`src/rtl/io_wait_state_gen.sv`:
```
// io_wait_state_gen
// Inserts programmable wait states on I/O and upper-memory bus cycles by
// holding io_channel_ready low for a configured number of clocks. The wait
// counts live in an 8-bit configuration register that is written through an
// I/O port (CFG_PORT). DMA cycles bypass the block and pass ext_ready through.
//
// Optional feature: define IO_WAIT_TIMEOUT_EN to add an 8-bit bus watchdog
// that pulses io_channel_check and forces the bus ready when an expansion
// card holds ext_ready low for too long. Without the macro io_channel_check
// is tied low and a card may stall the bus indefinitely.

module io_wait_state_gen #(
  parameter logic [15:0] CFG_PORT = 16'h00E8
) (
  input  logic        clock,
  input  logic        reset,
  input  logic [19:0] address,
  input  logic [7:0]  internal_data_bus,
  input  logic        io_read_n,
  input  logic        io_write_n,
  input  logic        memory_read_n,
  input  logic        memory_write_n,
  input  logic        address_enable_n,
  input  logic        ext_ready,
  output logic        io_channel_ready,
  output logic        wait_active,
  output logic        io_channel_check
);

  typedef enum logic [1:0] {
    IDLE = 2'd0,
    WAIT = 2'd1,
    DONE = 2'd2
  } state_t;

  state_t      state;
  logic [2:0]  wait_count;

  // Configuration register fields; bit 6 is reserved and not stored
  logic [2:0]  cfg_iow;
  logic [2:0]  cfg_mw;
  logic        cfg_en;

  logic        prev_strobe;
  logic        first_clock;

  logic        io_strobe;
  logic        mem_strobe;
  logic        strobe;
  logic        cycle_start;
  logic        cfg_write;
  logic        upper_memory;
  logic [2:0]  n_waits;
  logic        force_ready;
  logic        data_unused;

  assign io_strobe    = ~(io_read_n & io_write_n);
  assign mem_strobe   = ~(memory_read_n & memory_write_n);
  assign strobe       = (io_strobe | mem_strobe) & address_enable_n;
  assign upper_memory = (address[19:16] >= 4'hA);

  // A held strobe right after reset must not count as a new bus cycle
  assign cycle_start  = strobe & ~prev_strobe & ~first_clock;

  assign cfg_write    = ~io_write_n & address_enable_n & (address[15:0] == CFG_PORT);
  assign data_unused  = internal_data_bus[6];

  // Select the wait count for the cycle that is starting now
  always_comb begin
    n_waits = 3'd0;
    if (cfg_en) begin
      if (io_strobe) begin
        n_waits = cfg_iow;
      end else if (mem_strobe && upper_memory) begin
        n_waits = cfg_mw;
      end
    end
  end

  // Configuration register; the write cycle itself still sees the old value
  always_ff @(posedge clock or posedge reset) begin
    if (reset) begin
      cfg_iow <= 3'd1;
      cfg_mw  <= 3'd0;
      cfg_en  <= 1'b1;
    end else if (cfg_write) begin
      cfg_iow <= internal_data_bus[2:0];
      cfg_mw  <= internal_data_bus[5:3];
      cfg_en  <= internal_data_bus[7];
    end
  end

  // Strobe edge history plus a one-clock marker for the first clock after reset
  always_ff @(posedge clock or posedge reset) begin
    if (reset) begin
      prev_strobe <= 1'b0;
      first_clock <= 1'b1;
    end else begin
      prev_strobe <= strobe;
      first_clock <= 1'b0;
    end
  end

`ifdef IO_WAIT_TIMEOUT_EN
  logic [7:0] watchdog;
  logic       timed_out;
  logic       timeout_hit;

  assign timeout_hit = strobe & ~ext_ready & (watchdog == 8'd254) & ~timed_out;
  assign force_ready = timeout_hit | (timed_out & strobe);

  // Watchdog counts stalled clocks within a strobe and latches a timeout
  always_ff @(posedge clock or posedge reset) begin
    if (reset) begin
      watchdog         <= 8'd0;
      timed_out        <= 1'b0;
      io_channel_check <= 1'b0;
    end else begin
      io_channel_check <= timeout_hit;
      if (!strobe) begin
        watchdog  <= 8'd0;
        timed_out <= 1'b0;
      end else begin
        if (!ext_ready && (watchdog != 8'hFF)) begin
          watchdog <= watchdog + 8'd1;
        end
        if (timeout_hit) begin
          timed_out <= 1'b1;
        end
      end
    end
  end
`else
  assign force_ready      = 1'b0;
  assign io_channel_check = 1'b0;
`endif

  // Wait-state FSM; outputs are registered from the next-state decision
  always_ff @(posedge clock or posedge reset) begin
    if (reset) begin
      state            <= IDLE;
      wait_count       <= 3'd0;
      wait_active      <= 1'b0;
      io_channel_ready <= 1'b1;
    end else begin
      wait_active      <= 1'b0;
      io_channel_ready <= ext_ready | force_ready;
      case (state)
        IDLE: begin
          if (cycle_start) begin
            if (n_waits != 3'd0) begin
              state            <= WAIT;
              wait_count       <= n_waits - 3'd1;
              wait_active      <= 1'b1;
              io_channel_ready <= force_ready;
            end else begin
              state <= DONE;
            end
          end
        end
        WAIT: begin
          if (!strobe) begin
            state      <= IDLE;
            wait_count <= 3'd0;
          end else if (wait_count == 3'd0) begin
            state <= DONE;
          end else begin
            wait_count       <= wait_count - 3'd1;
            wait_active      <= 1'b1;
            io_channel_ready <= force_ready;
          end
        end
        DONE: begin
          if (!strobe) begin
            state <= IDLE;
          end
        end
        default: begin
          state      <= IDLE;
          wait_count <= 3'd0;
        end
      endcase
    end
  end

endmodule

```
`config.mk`:
```
export PLATFORM = sky130hd
export DESIGN_NAME = io_wait_state_gen
export DESIGN_NICKNAME = d
export VERILOG_FILES = /design/src/rtl/io_wait_state_gen.sv
export SDC_FILE = /design/constraint.sdc
export NUM_CORES = 1
export LEC_CHECK = 0
export BUFFER_PORTS_ARGS = -buffer_cell sky130_fd_sc_hd__buf_2
export CORE_ASPECT_RATIO = 0.75
export CORE_MARGIN = 3
export CORE_UTILIZATION = 40
export DETAILED_ROUTE_END_ITERATION = 12
export PLACE_DENSITY = 0.68
export SLEW_MARGIN = 20
export SYNTH_ARGS = -nofsm -noshare
export SYNTH_HDL_FRONTEND = slang
export SYNTH_SLANG_ARGS = --single-unit
```
`constraint.sdc`:
```
create_clock -name clock -period 3.9 [get_ports clock]
set_input_delay 0.195 -clock clock [delete_from_list [all_inputs] [get_ports clock]]
set_output_delay 0.195 -clock clock [all_outputs]
set_load 0.05 [all_outputs]
```
Yosys cells after proc, flatten, opt, wreduce, memory -nomap -nowiden --
Cells that the tools add are included.
Cells by class: add/subtract/negate cells 2, magnitude comparators 1, eq/ne operators 8, multiplexer cells 24, bitwise gates (word level) 14, reductions and logical operators 6
Operator list (count):
- $mux 3 | 7
- $eq 16x8->1 const B | 1
- $mux 2 | 5
- $pmux 3 s3 | 1
- $mux 1 | 8
- $and 1x1->1 | 7
- $ne 2x2->1 const B | 3
- $ne 3x3->1 const B | 2
- $not 1->1 | 6
- $pmux 2 s3 | 1
- $sub 3x1->3 const B | 2
- $ge 4x4->1 const B | 1
- $pmux 1 s2 | 2
- $reduce_and 4->1 | 1
- $logic_not 3->1 | 1
- $reduce_and 3->1 | 1
- $reduce_bool 3->1 | 1
- $eq 2x1->1 const B | 1
- $eq 2x2->1 const B | 1
- $logic_not 2->1 | 1
- $logic_and 1x1->1 | 1
- $or 1x1->1 | 1
Storage, ports and cells: register bits after elaboration 16, input port bits 36, output and inout port bits 3

Longest topological paths before layout --
Gate-level depths: netlist of the first run.
depth after elaboration 10, mapped depth 10, depth with buffers taken out 10

Worst setup path before layout of the first run --
No wires, ideal clock.
path kind reg-to-reg, start reg cfg_iow[0], end reg wait_count[0], library setup time 0.121 ns, arrival 1.839 ns, required time 3.779 ns, slack 1.940 ns, stages on the path, launching flop included 8, period minus slack after synthesis 1.960 ns, path through dfstp_2 a32o_1 nand2_1 ha_1 ha_1 nor4_2 a21boi_2 a22o_1
Between the ends: longest elaborated chain between the ends 6
Ends and longest elaborated chain:
- start: declaration | line 40 | logic [2:0] cfg_iow;
- start signal: assignment | line 87 | cfg_iow <= internal_data_bus[2:0];
- $mux 3 * | line 72 | if (io_strobe) begin
- $mux 3 * | line 71 | if (cfg_en) begin
- $sub 3x1->3 | line 153 | wait_count <= n_waits - 3'd1;
- $mux 3 | line 151 | if (n_waits != 3'd0) begin
- $mux 3 | line 150 | if (cycle_start) begin
- $pmux 3 s3 | line 148 | case (state)
- end signal: assignment | line 153
- end signal: assignment | line 168 | wait_count <= wait_count - 3'd1;
- end: declaration | line 37 | logic [2:0] wait_count;
Every way passes the cells marked *; elsewhere a longest branch is shown, timed or not. The select of a mux whose other input is x is not followed. A chain may end at the register's enable or synchronous reset.

Worst setup path after layout of the first run --
Ends and elaborated chain as after synthesis.

==> impl_results.rst, run 1 <==
.. list-table::
   :header-rows: 1

   * - Metric
     - Value
   * - Peak Freq
     - 466 MHz
   * - Max cap viols
     - 0
   * - Number of inserted diodes
     - 0
   * - Worst-Skew Late Latency
     - 0.28 ns
   * - Estimated wirelength of the detail-placed design
     - 1720 um
   * - Met2 Resource Use GR
     - 0.297
   * - YS warnings
     - 0
   * - Instance count after placement with tap cells included
     - 156
   * - Number of global-route vias before repair
     - 828
   * - Total via count in the routed design
     - 788
   * - Die height
     - 48.3 um
   * - Number of nets in the layout
     - 171
   * - Switching pwr
     - 0.0000673 W
   * - Number of buffers added for setup after CTS
     - 0
   * - Root Buffer Master
     - sky130_fd_sc_hd__clkbuf_4
   * - Overflow left after global routing
     - 0
   * - Total power density per cell area
     - 244 nW/um^2
   * - Overall die area
     - 3010 um^2
   * - Number of antenna violations at the first check in global routing
     - 0
   * - Top flip-flop cell by instance count after synthesis
     - sky130_fd_sc_hd__dfrtp_1
   * - Gp weighted congestion
     - 0.864
   * - Kind of end point of the critical path
     - flip-flop
   * - CTS tree
     - yes
   * - Sequential cell fraction of total power
     - 0.588
   * - Area growth syn-to-layout
     - 25.1%
   * - Total global-route track usage
     - 0.156
   * - Total of cells resized after clock tree synthesis
     - 0
   * - DRC Markers
     - 0
   * - Number of placement rows
     - 14
   * - Worst hold path class
     - in -> reg
   * - DR vias/cell
     - 4.93
   * - Hold bufs inserted after CTS
     - 1
   * - Buffers added on ports
     - 35
   * - Sw frac
     - 0.231
   * - WP data arrival
     - 2.31 ns
   * - Number of enable-type register cells in the synthesized netlist
     - 0
   * - Area leader, netlist
     - sky130_fd_sc_hd__dfrtp_1
   * - Register area
     - 405 um^2
   * - Internal power of the cells
     - 0.000223 W
   * - Max-Slew Margin vs Limit
     - 0.609
   * - Post-synthesis instance area
     - 952 um^2
   * - Detailed-route wire length per cell
     - 12.5 um
   * - Filler-free cell count of the finished design
     - 160
   * - Share of the clock period used by the worst path after layout
     - 0.550
   * - First DRT Iteration DRCs
     - 30
   * - Share of synthesized registers carrying an async set or reset
     - 1.00
   * - Setup repair after global routing missed its margin
     - no
   * - Number of primary I/O pins
     - 39
   * - Pins over their slew limit
     - 0
   * - Die extent in x
     - 62.3 um
   * - Combinational share of power
     - 0.133
   * - TritonCTS buffer count
     - 3
   * - Post-synthesis instance total
     - 90
   * - Setup TNS after final layout
     - 0 ns
   * - Flip-flop and latch count after synthesis
     - 16
   * - Largest fanout on the critical path
     - 4
   * - CTS Buffer Depth
     - 2
   * - Kind of critical path
     - reg -> reg
   * - Result of the run
     - finished, final reports clean
   * - Area of combinational cells with multiple inputs
     - 523 um^2
   * - Layout Utilization
     - 0.562
   * - Worst-case clock skew
     - 0.00402 ns
   * - Final Critical Period
     - 2.15 ns
   * - Fillers
     - 200
   * - Leak Pwr
     - 0.572 nW
   * - Post-detailed-routing wire length
     - 2010 um
   * - Maximum level of the CTS H-tree
     - 1
   * - Core region area
     - 2120 um^2
   * - Sequential share of the synthesized area
     - 0.426
   * - Maximum number of pins on one net before global-route repair
     - 17
   * - Req. time, crit path
     - 4.07 ns
   * - Global-route wire length before repair
     - 3620 um
   * - Antenna violation net count after detailed routing
     - 0
   * - Share of the synthesized area in the top cell type
     - 0.315
   * - GR Util met1
     - 0.184
   * - Maximum vdd ir drop
     - 0.120 mV
   * - Final number of hold-violating endpoints
     - 0
   * - Biggest area contributors in the synthesized netlist
     - sky130_fd_sc_hd__dfrtp_1, sky130_fd_sc_hd__dfstp_2, sky130_fd_sc_hd__mux2_2, sky130_fd_sc_hd__ha_1, sky130_fd_sc_hd__a22o_1
   * - Gr busiest metal
     - met2
   * - Clk slew on worst S/H paths
     - 0.08 ns
   * - Per-instance average area after synthesis
     - 10.6 um^2
   * - Detailed-routing iteration count for the pre-antenna-repair pass
     - 4
   * - Post-synth cell types
     - 36
   * - Share of cells above drive strength 1
     - 0.414
   * - Clock sinks
     - 16
   * - Transition time at the pin with the least slew margin
     - 0.587 ns
   * - Nature of the critical path startpoint
     - flip-flop
   * - Portion of total power attributed to the clock network
     - 0.279
   * - Total of endpoints with negative setup slack in the final report
     - 0
   * - Initial core utilization
     - 0.449
   * - Met3 Track Usage GR
     - 0.0507
-- layer usage --
metal | vias up | routed length [um]
met5 | - | 0
met4 | 0 | 8
met3 | 2 | 101
met2 | 18 | 1000
met1 | 357 | 894
li1 | 411 | -
-- final timing paths --
kind | slack (ns) | from | cells after the start | end
worst max-delay path | 1.75 | cfg_iow[0] | 7 | wait_count[0]
worst min-delay path | 0.10 | ext_ready | 2 | io_channel_ready
worst max register to register | 1.75 | cfg_iow[0] | 7 | wait_count[0]
worst min register to register | 0.51 | cfg_iow[1] | 1 | cfg_iow[1]
max in group asynchronous | 3.00 | reset | 3 | wait_count[0]
min in group asynchronous | 0.52 | reset | 3 | wait_active
-- cells in the mapped netlist (2+ instances only) --
master	instances
sky130_fd_sc_hd__o22ai_1	2
sky130_fd_sc_hd__mux2_2	7
sky130_fd_sc_hd__o211ai_1	2
sky130_fd_sc_hd__nand2b_1	5
sky130_fd_sc_hd__nor4_1	2
sky130_fd_sc_hd__nand2_1	5
sky130_fd_sc_hd__dfstp_2	4
sky130_fd_sc_hd__a22o_1	4
sky130_fd_sc_hd__a21oi_1	4
sky130_fd_sc_hd__a41oi_1	3
sky130_fd_sc_hd__dfrtp_1	12
sky130_fd_sc_hd__nor2_1	7
sky130_fd_sc_hd__inv_1	4
sky130_fd_sc_hd__and2_1	3
sky130_fd_sc_hd__ha_1	5
-- placed cells by master, fill, tap and decap left out, types with 3 or more instances in the layout --
cell type                  instances
sky130_fd_sc_hd__a21oi_1           4
sky130_fd_sc_hd__a22o_1            4
sky130_fd_sc_hd__a41oi_1           3
sky130_fd_sc_hd__and2_1            3
sky130_fd_sc_hd__buf_2            35
sky130_fd_sc_hd__clkbuf_4          3
sky130_fd_sc_hd__dfrtp_1          12
sky130_fd_sc_hd__dfstp_2           4
sky130_fd_sc_hd__ha_1              5
sky130_fd_sc_hd__inv_1             4
sky130_fd_sc_hd__mux2_2            7
sky130_fd_sc_hd__nand2_1           5
sky130_fd_sc_hd__nand2b_1          5
sky130_fd_sc_hd__nor2_1            7
-- logic make-up after synthesis --
| group | count (synthesis) | share of synthesized area |
|---|---|---|
| other | 1 | 0.00394 |
| AOI/OAI and AO/OA | 22 | 0.175 |
| and+or+nand+nor | 33 | 0.218 |
| adders and majority gates | 5 | 0.0657 |
| buffers and inverters | 6 | 0.0289 |
| DFF | 16 | 0.426 |
| muxes | 7 | 0.0828 |
-- critical path: stages (launching register included) --
cell and delay [ns]:
sky130_fd_sc_hd__dfstp_2 0.53, sky130_fd_sc_hd__a32o_1 0.14, sky130_fd_sc_hd__nand2_1 0.07, sky130_fd_sc_hd__ha_1 0.21, sky130_fd_sc_hd__ha_1 0.26, sky130_fd_sc_hd__nor4_2 0.46
sky130_fd_sc_hd__a21boi_2 0.11, sky130_fd_sc_hd__a22o_1 0.25
-- state kept, by name, indices dropped and copies added (netlist names) --
| name | cells |
|---|---|
| first_clock | 1 |
| prev_strobe | 1 |
| state | 2 |
| cfg_en | 1 |
| wait_count | 3 |
| wait_active | 1 |
| cfg_iow | 3 |
| io_channel_ready | 1 |
| cfg_mw | 3 |
-- stage by stage --
step / instance area (um^2) / hold slack [ns] / worst slack, ns / power [W]
2_1_floorplan: 956 / 0.106 / 1.94 / 0.000192
3_3_place_gp: 1160 / 0.275 / 1.67 / 0.000211
3_5_place_dp: 1160 / 0.287 / 1.63 / 0.000212
4_1_cts: 1190 / 0.0894 / 1.73 / 0.000297
5_1_grt: 1190 / 0.0945 / 1.56 / 0.000310
6_report: 1190 / 0.103 / 1.75 / 0.000291
-- cell type report --
cell class	count	area share
well taps	32	0.0336
multi-input cells	69	0.439
repair buffers	36	0.155
inverters	4	0.0126
flip-flops and latches	16	0.340
clock buffers	3	0.0189
-- power groups by stage --
| stage | clock, W | sequential [W] | combinational, W |
|---|---|---|---|
| after CTS | 0.0000872 | 0.000171 | 0.0000388 |
| final | 0.0000811 | 0.000171 | 0.0000386 |
| after global routing | 0.0000953 | 0.000171 | 0.0000435 |
| after global placement | 0 | 0.000174 | 0.0000372 |
| after floorplan | 0 | 0.000176 | 0.0000161 |
| after detailed placement | 0 | 0.000174 | 0.0000380 |
Note: power is estimated with default switching activity, not from simulation.
==> run 2: changes to the inputs <==
==> constraint.sdc (replaced) <==
create_clock -name clock -period 2.1 [get_ports clock]
set_input_delay 0.105 -clock clock [delete_from_list [all_inputs] [get_ports clock]]
set_output_delay 0.105 -clock clock [all_outputs]
set_load 0.05 [all_outputs]
==> impl_results.rst, run 2 (synthesis results as in run 1) <==
.. list-table::
   :header-rows: 1

   * - Metric
     - Value
   * - Die extent in x
     - 62.3 um (unchanged)
   * - Met3 WL
     - 75 um (-26%)
   * - Pins over their slew limit
     - 0 (unchanged)
   * - Maximum vdd ir drop
     - 0.341 mV (+190%)
   * - Maximum level of the CTS H-tree
     - 1 (unchanged)
   * - Crit path max-delay family
     - flip-flops
   * - WP data arrival
     - 2.07 ns (-0.24 ns)
   * - Ordered list of cells on the worst path
     - a32o_1, nand2_1, ha_1, ha_2, nor4_2, buf_4, a21boi_2, a22o_1
   * - Final Critical Period
     - 1.90 ns (-0.250 ns)
   * - Buffers added on ports
     - 35 (unchanged)
   * - Worst-case clock skew
     - 0.00350 ns (-0.000523 ns)
   * - Clk slew on worst S/H paths
     - 0.09 ns (about the same)
   * - Initial core utilization
     - 0.449 (unchanged)
   * - Post-detailed-routing wire length
     - 2100 um (+4.8%)
   * - Global-route wire length before repair
     - 3480 um (-3.8%)
   * - Share of the clock period used by the worst path after layout
     - 0.903 (+0.353)
   * - Gp weighted congestion
     - 0.874 (+1.1%)
   * - Number of nets in the layout
     - 173 (+1.2%)
   * - Leading cell types in the layout, fill and taps excluded
     - sky130_fd_sc_hd__buf_2, sky130_fd_sc_hd__dfrtp_1, sky130_fd_sc_hd__nor2_1, sky130_fd_sc_hd__mux2_2
   * - Max cap viols
     - 0 (unchanged)
   * - Clock sinks
     - 16 (unchanged)
   * - Total power density per cell area
     - 450 nW/um^2 (+84%)
   * - Critical path's slowest cell
     - sky130_fd_sc_hd__dfstp_2
   * - Nature of the critical path startpoint
     - flip-flop
   * - Overflow left after global routing
     - 0 (unchanged)
   * - Regs by FF count
     - cfg_iow: 3 flops, cfg_mw: 3 flops, wait_count: 3 flops
   * - Transition time at the pin with the least slew margin
     - 0.594 ns (+0.00706 ns)
   * - Number of primary I/O pins
     - 39 (unchanged)
   * - DRC Markers
     - 0 (unchanged)
   * - Setup repair after global routing missed its margin
     - no
   * - PnR Total Power
     - 0.000545 W (+87%)
   * - DR vias/cell
     - 5.14 (+4.3%)
   * - Leading cell type in the layout, fill and taps excluded
     - sky130_fd_sc_hd__buf_2
   * - Final number of hold-violating endpoints
     - 0 (unchanged)
   * - Kind of end point of the critical path
     - flip-flop
   * - Fillers
     - 208 (+4.0%)
   * - Max-Slew Margin vs Limit
     - 0.604 (-0.00471)
   * - Estimated wirelength of the detail-placed design
     - 1770 um (+2.8%)
   * - Share of cells above drive strength 1
     - 0.423 (+0.00901)
   * - Routed met2 length
     - 1070 um (+6.4%)
   * - Number of inserted diodes
     - 0 (unchanged)
   * - Worst-Skew Late Latency
     - 0.28 ns (about the same)
   * - Req. time, crit path
     - 2.28 ns (-1.79 ns)
   * - Highest routed layer
     - met4
   * - Total global-route track usage
     - 0.153 (-0.00352)
   * - Maximum number of pins on one net before global-route repair
     - 17 (unchanged)
   * - Peak Freq
     - 527 MHz (+13%)
   * - Setup TNS after final layout
     - 0 ns (unchanged)
   * - Worst hold path class
     - in -> reg
   * - Overall die area
     - 3010 um^2 (unchanged)
   * - First DRT Iteration DRCs
     - 40 (+33%)
   * - CP max stage delay
     - 0.54 ns (about the same)
   * - Core region area
     - 2120 um^2 (unchanged)
   * - Kind of critical path
     - reg -> reg
   * - Finished layout cell area
     - 1210 um^2 (+1.7%)
   * - Number of global-route vias before repair
     - 816 (-1.4%)
   * - CTS Buffer Depth
     - 2 (unchanged)
   * - Detailed-routing iteration count for the pre-antenna-repair pass
     - 4 (unchanged)
   * - Placed Instance Area
     - 1170 um^2 (+0.65%)
   * - Number of antenna violations at the first check in global routing
     - 0 (unchanged)
   * - Result of the run
     - finished, final reports clean
   * - Die height
     - 48.3 um (unchanged)
   * - Number of placement rows
     - 14 (unchanged)
   * - Bufs and invs on worst path
     - 1 (+1)
   * - CTS tree
     - yes
   * - Antenna violation net count after detailed routing
     - 0 (unchanged)
   * - Largest fanout on the critical path
     - 4 (unchanged)
   * - Met1 routed wirelength after detailed routing
     - 941 um (+5.3%)
   * - Total via count in the routed design
     - 832 (+5.6%)
   * - Root Buffer Master
     - sky130_fd_sc_hd__clkbuf_4
   * - Leak Pwr
     - 0.581 nW (+1.6%)
   * - Area growth syn-to-layout
     - 27.2%
   * - Detailed-route wire length per cell
     - 13.0 um (+3.5%)
   * - Total of endpoints with negative setup slack in the final report
     - 0 (unchanged)
   * - TritonCTS buffer count
     - 3 (unchanged)
## run 2: repair_timing
| item | CTS | global route |
|---|---|---|
| endpoints found under the setup margin | 0 | 4 |
| hold endpoints to repair | 13 | 0 |
| hold buffers | 2 | 0 |
| resized for setup | 0 | 1 |
| buffers inserted | 0 | 0 |
## run 2: path summary, 6_finish.rpt
| path | startpoint | endpoint | slack, ns | cells after the start |
|---|---|---|---|---|
| worst max register to register | cfg_iow[0] | wait_count[0] | 0.20 | 8 |
| worst max-delay path | cfg_iow[0] | wait_count[0] | 0.20 | 8 |
| min in group asynchronous | reset | prev_strobe | 0.42 | 3 |
| worst min register to register | cfg_iow[1] | cfg_iow[1] | 0.51 | 1 |
| worst min-delay path | internal_data_bus[5] | cfg_mw[2] | 0.05 | 2 |
| max in group asynchronous | reset | cfg_mw[0] | 1.29 | 3 |
## run 2: metal layers
layer | global-route usage | vias to the layer above
li1 | - | 420
met1 | 0.174 | 390
met2 | 0.299 | 18
met3 | 0.0415 | 4
met4 | 0.0395 | 0
met5 | 0 | -
## run 2: report_power, final
group | switching (W) | internal [W] | total [W] | leakage (nW)
Clock | 0.0000880 | 0.0000665 | 0.000155 | 0.0138
Sequential | 0.00000297 | 0.000314 | 0.000317 | 0.191
Combinational | 0.0000375 | 0.0000355 | 0.0000731 | 0.377
Total | 0.000128 | 0.000416 | 0.000545 | 0.581
## run 2: per-stage QoR
stage | setup slack (ns) | instances | hold WS, ns | util
2_1_floorplan | 0.140 | 91 | 0.0159 | -
3_3_place_gp | 0.0716 | 157 | 0.194 | 0.550
4_1_cts | 0.00515 | 162 | 0.0381 | 0.570
3_5_place_dp | 0.0139 | 157 | 0.203 | 0.550
6_report | 0.204 | 162 | 0.0519 | 0.571
5_1_grt | 0.0384 | 162 | 0.0272 | 0.571
## run 2: cell type report
| type | count | area [um^2] | area share |
|---|---|---|---|
| multi-input combinational | 69 | 526 | 0.434 |
| sequential | 16 | 405 | 0.335 |
| timing repair buffer | 38 | 203 | 0.167 |
| tap | 32 | 40.0 | 0.0331 |
| clock buffer | 3 | 22.5 | 0.0186 |
| inverter | 4 | 15.0 | 0.0124 |
==> run 3: changes to the inputs <==
--- a/config.mk
+++ b/config.mk
@@ -5,12 +5,14 @@
 export SDC_FILE = /design/constraint.sdc
 export NUM_CORES = 1
 export LEC_CHECK = 0
+export ABC_AREA = 1
 export BUFFER_PORTS_ARGS = -buffer_cell sky130_fd_sc_hd__buf_2
 export CORE_ASPECT_RATIO = 0.75
 export CORE_MARGIN = 3
 export CORE_UTILIZATION = 40
 export DETAILED_ROUTE_END_ITERATION = 12
 export PLACE_DENSITY = 0.68
+export SKIP_LAST_GASP = 1
 export SLEW_MARGIN = 20
 export SYNTH_ARGS = -nofsm -noshare
 export SYNTH_HDL_FRONTEND = slang
==> impl_results.rst, run 3 <==
.. list-table::
   :header-rows: 1

   * - Metric
     - Value
   * - Die height
     - 49.1 um (+1.8%)
   * - CP max stage delay
     - 0.56 ns (+0.02 ns)
   * - Sequential share of the synthesized area
     - 0.409 (-0.0167)
   * - Global-route wire length before repair
     - 3450 um (-0.98%)
   * - Biggest area contributors in the synthesized netlist
     - sky130_fd_sc_hd__dfrtp_1, sky130_fd_sc_hd__nand2_1, sky130_fd_sc_hd__dfstp_2, sky130_fd_sc_hd__inv_1, sky130_fd_sc_hd__ha_1
   * - Crit path max-delay family
     - flip-flops
   * - Buffers added on ports
     - 35 (unchanged)
   * - Per-instance average area after synthesis
     - 7.62 um^2 (-28%)
   * - YS warnings
     - 0 (unchanged)
   * - Max-Slew Margin vs Limit
     - 0.595 (-0.00912)
   * - Fin worst setup slack
     - 0.294 ns (+0.0903 ns)
   * - Nature of the critical path startpoint
     - flip-flop
   * - Met3 WL
     - 226 um (+200%)
   * - CTS Buffer Depth
     - 2 (unchanged)
   * - Bufs and invs on worst path
     - 1 (unchanged)
   * - Largest fanout on the critical path
     - 4 (unchanged)
   * - Setup repair after global routing missed its margin
     - no
   * - Clock sinks
     - 16 (unchanged)
   * - Leading cell type in the layout, fill and taps excluded
     - sky130_fd_sc_hd__buf_2
   * - Area leader, netlist
     - sky130_fd_sc_hd__dfrtp_1
   * - Core region area
     - 2170 um^2 (+2.5%)
   * - Layout Utilization
     - 0.568 (-0.00346)
   * - Maximum number of pins on one net before global-route repair
     - 17 (unchanged)
   * - Top flip-flop cell by instance count after synthesis
     - sky130_fd_sc_hd__dfrtp_1
   * - DR vias/cell
     - 4.52 (-12%)
   * - Regs by FF count
     - cfg_iow: 3 flops, cfg_mw: 3 flops, wait_count: 3 flops
   * - Maximum level of the CTS H-tree
     - 1 (unchanged)
   * - Maximum vdd ir drop
     - 0.313 mV (-8.3%)
   * - Leading cell types in the layout, fill and taps excluded
     - sky130_fd_sc_hd__buf_2, sky130_fd_sc_hd__nand2_1, sky130_fd_sc_hd__inv_1
   * - Gp weighted congestion
     - 0.797 (-8.8%)
   * - Setup TNS after final layout
     - 0 ns (unchanged)
   * - Pins over their slew limit
     - 0 (unchanged)
   * - Number of buffers added for setup after CTS
     - 0 (unchanged)
   * - Ordered list of cells on the worst path
     - o21a_1, nand2_1, ha_1, ha_1, o21ai_0, nand3_2, inv_2, nand2_1, nand2_1
   * - R2r endpoint
     - wait_count[2]
   * - Register-to-Register Setup Slack
     - 0.29 ns (+0.09 ns)
   * - Total power density per cell area
     - 516 nW/um^2 (+15%)
   * - Routed met2 length
     - 868 um (-18%)
   * - CTS tree
     - yes
   * - Number of placement rows
     - 14 (unchanged)
   * - Kind of critical path
     - reg -> reg
   * - WP data arrival
     - 2.03 ns (-0.04 ns)
   * - Number of global-route vias before repair
     - 830 (+1.7%)
   * - Detailed-routing iteration count for the pre-antenna-repair pass
     - 5 (+1)
   * - Share of the synthesized area in the top cell type
     - 0.303 (-0.0123)
   * - Launch point of the worst hold path
     - internal_data_bus[7]
   * - Post-synthesis instance total
     - 130 (+44%)
   * - Antenna violation net count after detailed routing
     - 0 (unchanged)
   * - Die extent in x
     - 63.5 um (+1.8%)
   * - Area growth syn-to-layout
     - 24.5%
   * - Total of cells resized after clock tree synthesis
     - 0 (unchanged)
   * - Pre-CTS WS
     - 0.296 ns (+0.282 ns)
   * - Met1 routed wirelength after detailed routing
     - 863 um (-8.3%)
   * - Most common library cells after synthesis
     - sky130_fd_sc_hd__nand2_1, sky130_fd_sc_hd__inv_1, sky130_fd_sc_hd__dfrtp_1, sky130_fd_sc_hd__nor2_1, sky130_fd_sc_hd__o21ai_0
   * - Number of antenna violations at the first check in global routing
     - 0 (unchanged)
   * - Max cap viols
     - 0 (unchanged)
   * - Flip-flop and latch count after synthesis
     - 16 (unchanged)
   * - Number of primary I/O pins
     - 39 (unchanged)
   * - Overflow left after global routing
     - 0 (unchanged)
   * - Post-synth cell types
     - 23 (-36%)
   * - First DRT Iteration DRCs
     - 30 (-25%)
   * - Peak Freq
     - 554 MHz (+5.0%)
   * - Root Buffer Master
     - sky130_fd_sc_hd__clkbuf_4
   * - Critical path's slowest cell
     - sky130_fd_sc_hd__dfstp_2
   * - WHS Path Cells
     - 3 (+1)
   * - TritonCTS buffer count
     - 3 (unchanged)
   * - Worst hold path class
     - in -> reg
   * - Hold EP
     - cfg_en
   * - DRC Markers
     - 0 (unchanged)
   * - Post-detailed-routing wire length
     - 1970 um (-6.2%)
   * - Req. time, crit path
     - 2.33 ns (+0.05 ns)
   * - Detailed-route wire length per cell
     - 9.81 um (-24%)
   * - R2r worst-path depth
     - 9 (+1)
   * - Post-synthesis instance area
     - 991 um^2 (+4.1%)
   * - Clk slew on worst S/H paths
     - 0.09 ns (about the same)
   * - Share of synthesized registers carrying an async set or reset
     - 1.00 (unchanged)
   * - Highest routed layer
     - met4
   * - Initial core utilization
     - 0.456 (+0.00699)
   * - Transition time at the pin with the least slew margin
     - 0.607 ns (+0.0137 ns)
   * - Worst reg2reg path startpoint
     - cfg_en
   * - Number of inserted diodes
     - 0 (unchanged)
   * - Number of enable-type register cells in the synthesized netlist
     - 0 (unchanged)
   * - Share of the clock period used by the worst path after layout
     - 0.860 (-0.0430)
   * - Total global-route track usage
     - 0.138 (-0.0150)
   * - Worst-case clock skew
     - 0.00565 ns (+0.00215 ns)
   * - Result of the run
     - finished, final reports clean
   * - Fillers
     - 223 (+7.2%)
   * - Total of endpoints with negative setup slack in the final report
     - 0 (unchanged)
   * - Worst-Skew Late Latency
     - 0.28 ns (about the same)
   * - Final Critical Period
     - 1.81 ns (-0.0903 ns)
   * - Estimated wirelength of the detail-placed design
     - 1600 um (-9.5%)
   * - Cell occurring most often along the worst timing path
     - sky130_fd_sc_hd__nand2_1
   * - Total via count in the routed design
     - 909 (+9.3%)
   * - Number of nets in the layout
     - 212 (+23%)
   * - Final number of hold-violating endpoints
     - 0 (unchanged)
   * - Most instantiated library cell after synthesis
     - sky130_fd_sc_hd__nand2_1
   * - Leak Pwr
     - 0.677 nW (+16%)
   * - Kind of end point of the critical path
     - flip-flop
   * - Share of cells above drive strength 1
     - 0.331 (-0.0917)
   * - Overall die area
     - 3120 um^2 (+3.6%)
run 3: final cells by class:
cell class              instances  area (um^2)  area share
multi-input cells              87          473       0.383
flip-flops and latches         16          405       0.329
repair buffers                 37          195       0.158
inverters                      26         97.6      0.0791
well taps                      32         40.0      0.0325
clock buffers                   3         22.5      0.0183
run 3: how the worst max path moves through the flow:
stage                      start       endpoint  cells after the start
after floorplan           cfg_en  wait_count[2]                      9
after global placement    cfg_en  wait_count[1]                      9
after detailed placement  cfg_en  wait_count[1]                      9
after CTS                 cfg_en  wait_count[1]                      9
after global routing      cfg_en  wait_count[1]                      9
final                     cfg_en  wait_count[2]                      9
run 3: layer usage:
layer | up-vias | GRT usage
met4 | 0 | 0.0215
met1 | 386 | 0.158
met3 | 5 | 0.0645
li1 | 482 | -
met2 | 36 | 0.237
met5 | - | 0
run 3: what timing repair did:
item,in CTS,in global routing
setup endpoints to repair,0,0
hold endpoints to repair,13,0
hold buffers,2,0
run 3: kinds of logic after synthesis:
kind of cell	synth area share
buffers and inverters	0.117
other	0.00378
flip-flops	0.409
AND/OR/NAND/NOR	0.261
AO/OA/AOI/OAI	0.136
XOR/XNOR	0.00884
adder cells (fa/ha/maj)	0.0631
run 3: per-stage QoR:
step                      std cells  hold slack [ns]  instance area [um^2]  power (W)
after floorplan                 131           0.0159                   995   0.000437
after CTS                       201           0.0149                  1230   0.000646
after global placement          196            0.205                  1190   0.000483
after detailed placement        196            0.214                  1190   0.000485
after global routing            201           0.0219                  1230   0.000681
final                           201           0.0257                  1230   0.000637
run 3: report_power, final:
group          switching [W]  leakage [nW]  internal (W)
Clock              0.0000884        0.0138     0.0000666
Combinational      0.0000865         0.458     0.0000594
Sequential         0.0000134         0.205      0.000323
run 3: worst reg2reg max path, stage by stage (launching register included):
cell                      delay, ns
sky130_fd_sc_hd__dfstp_2       0.56
sky130_fd_sc_hd__o21a_1        0.12
sky130_fd_sc_hd__nand2_1       0.07
sky130_fd_sc_hd__ha_1          0.22
sky130_fd_sc_hd__ha_1          0.24
sky130_fd_sc_hd__o21ai_0       0.21
sky130_fd_sc_hd__nand3_2       0.15
sky130_fd_sc_hd__inv_2         0.09
sky130_fd_sc_hd__nand2_1       0.06
sky130_fd_sc_hd__nand2_1       0.06
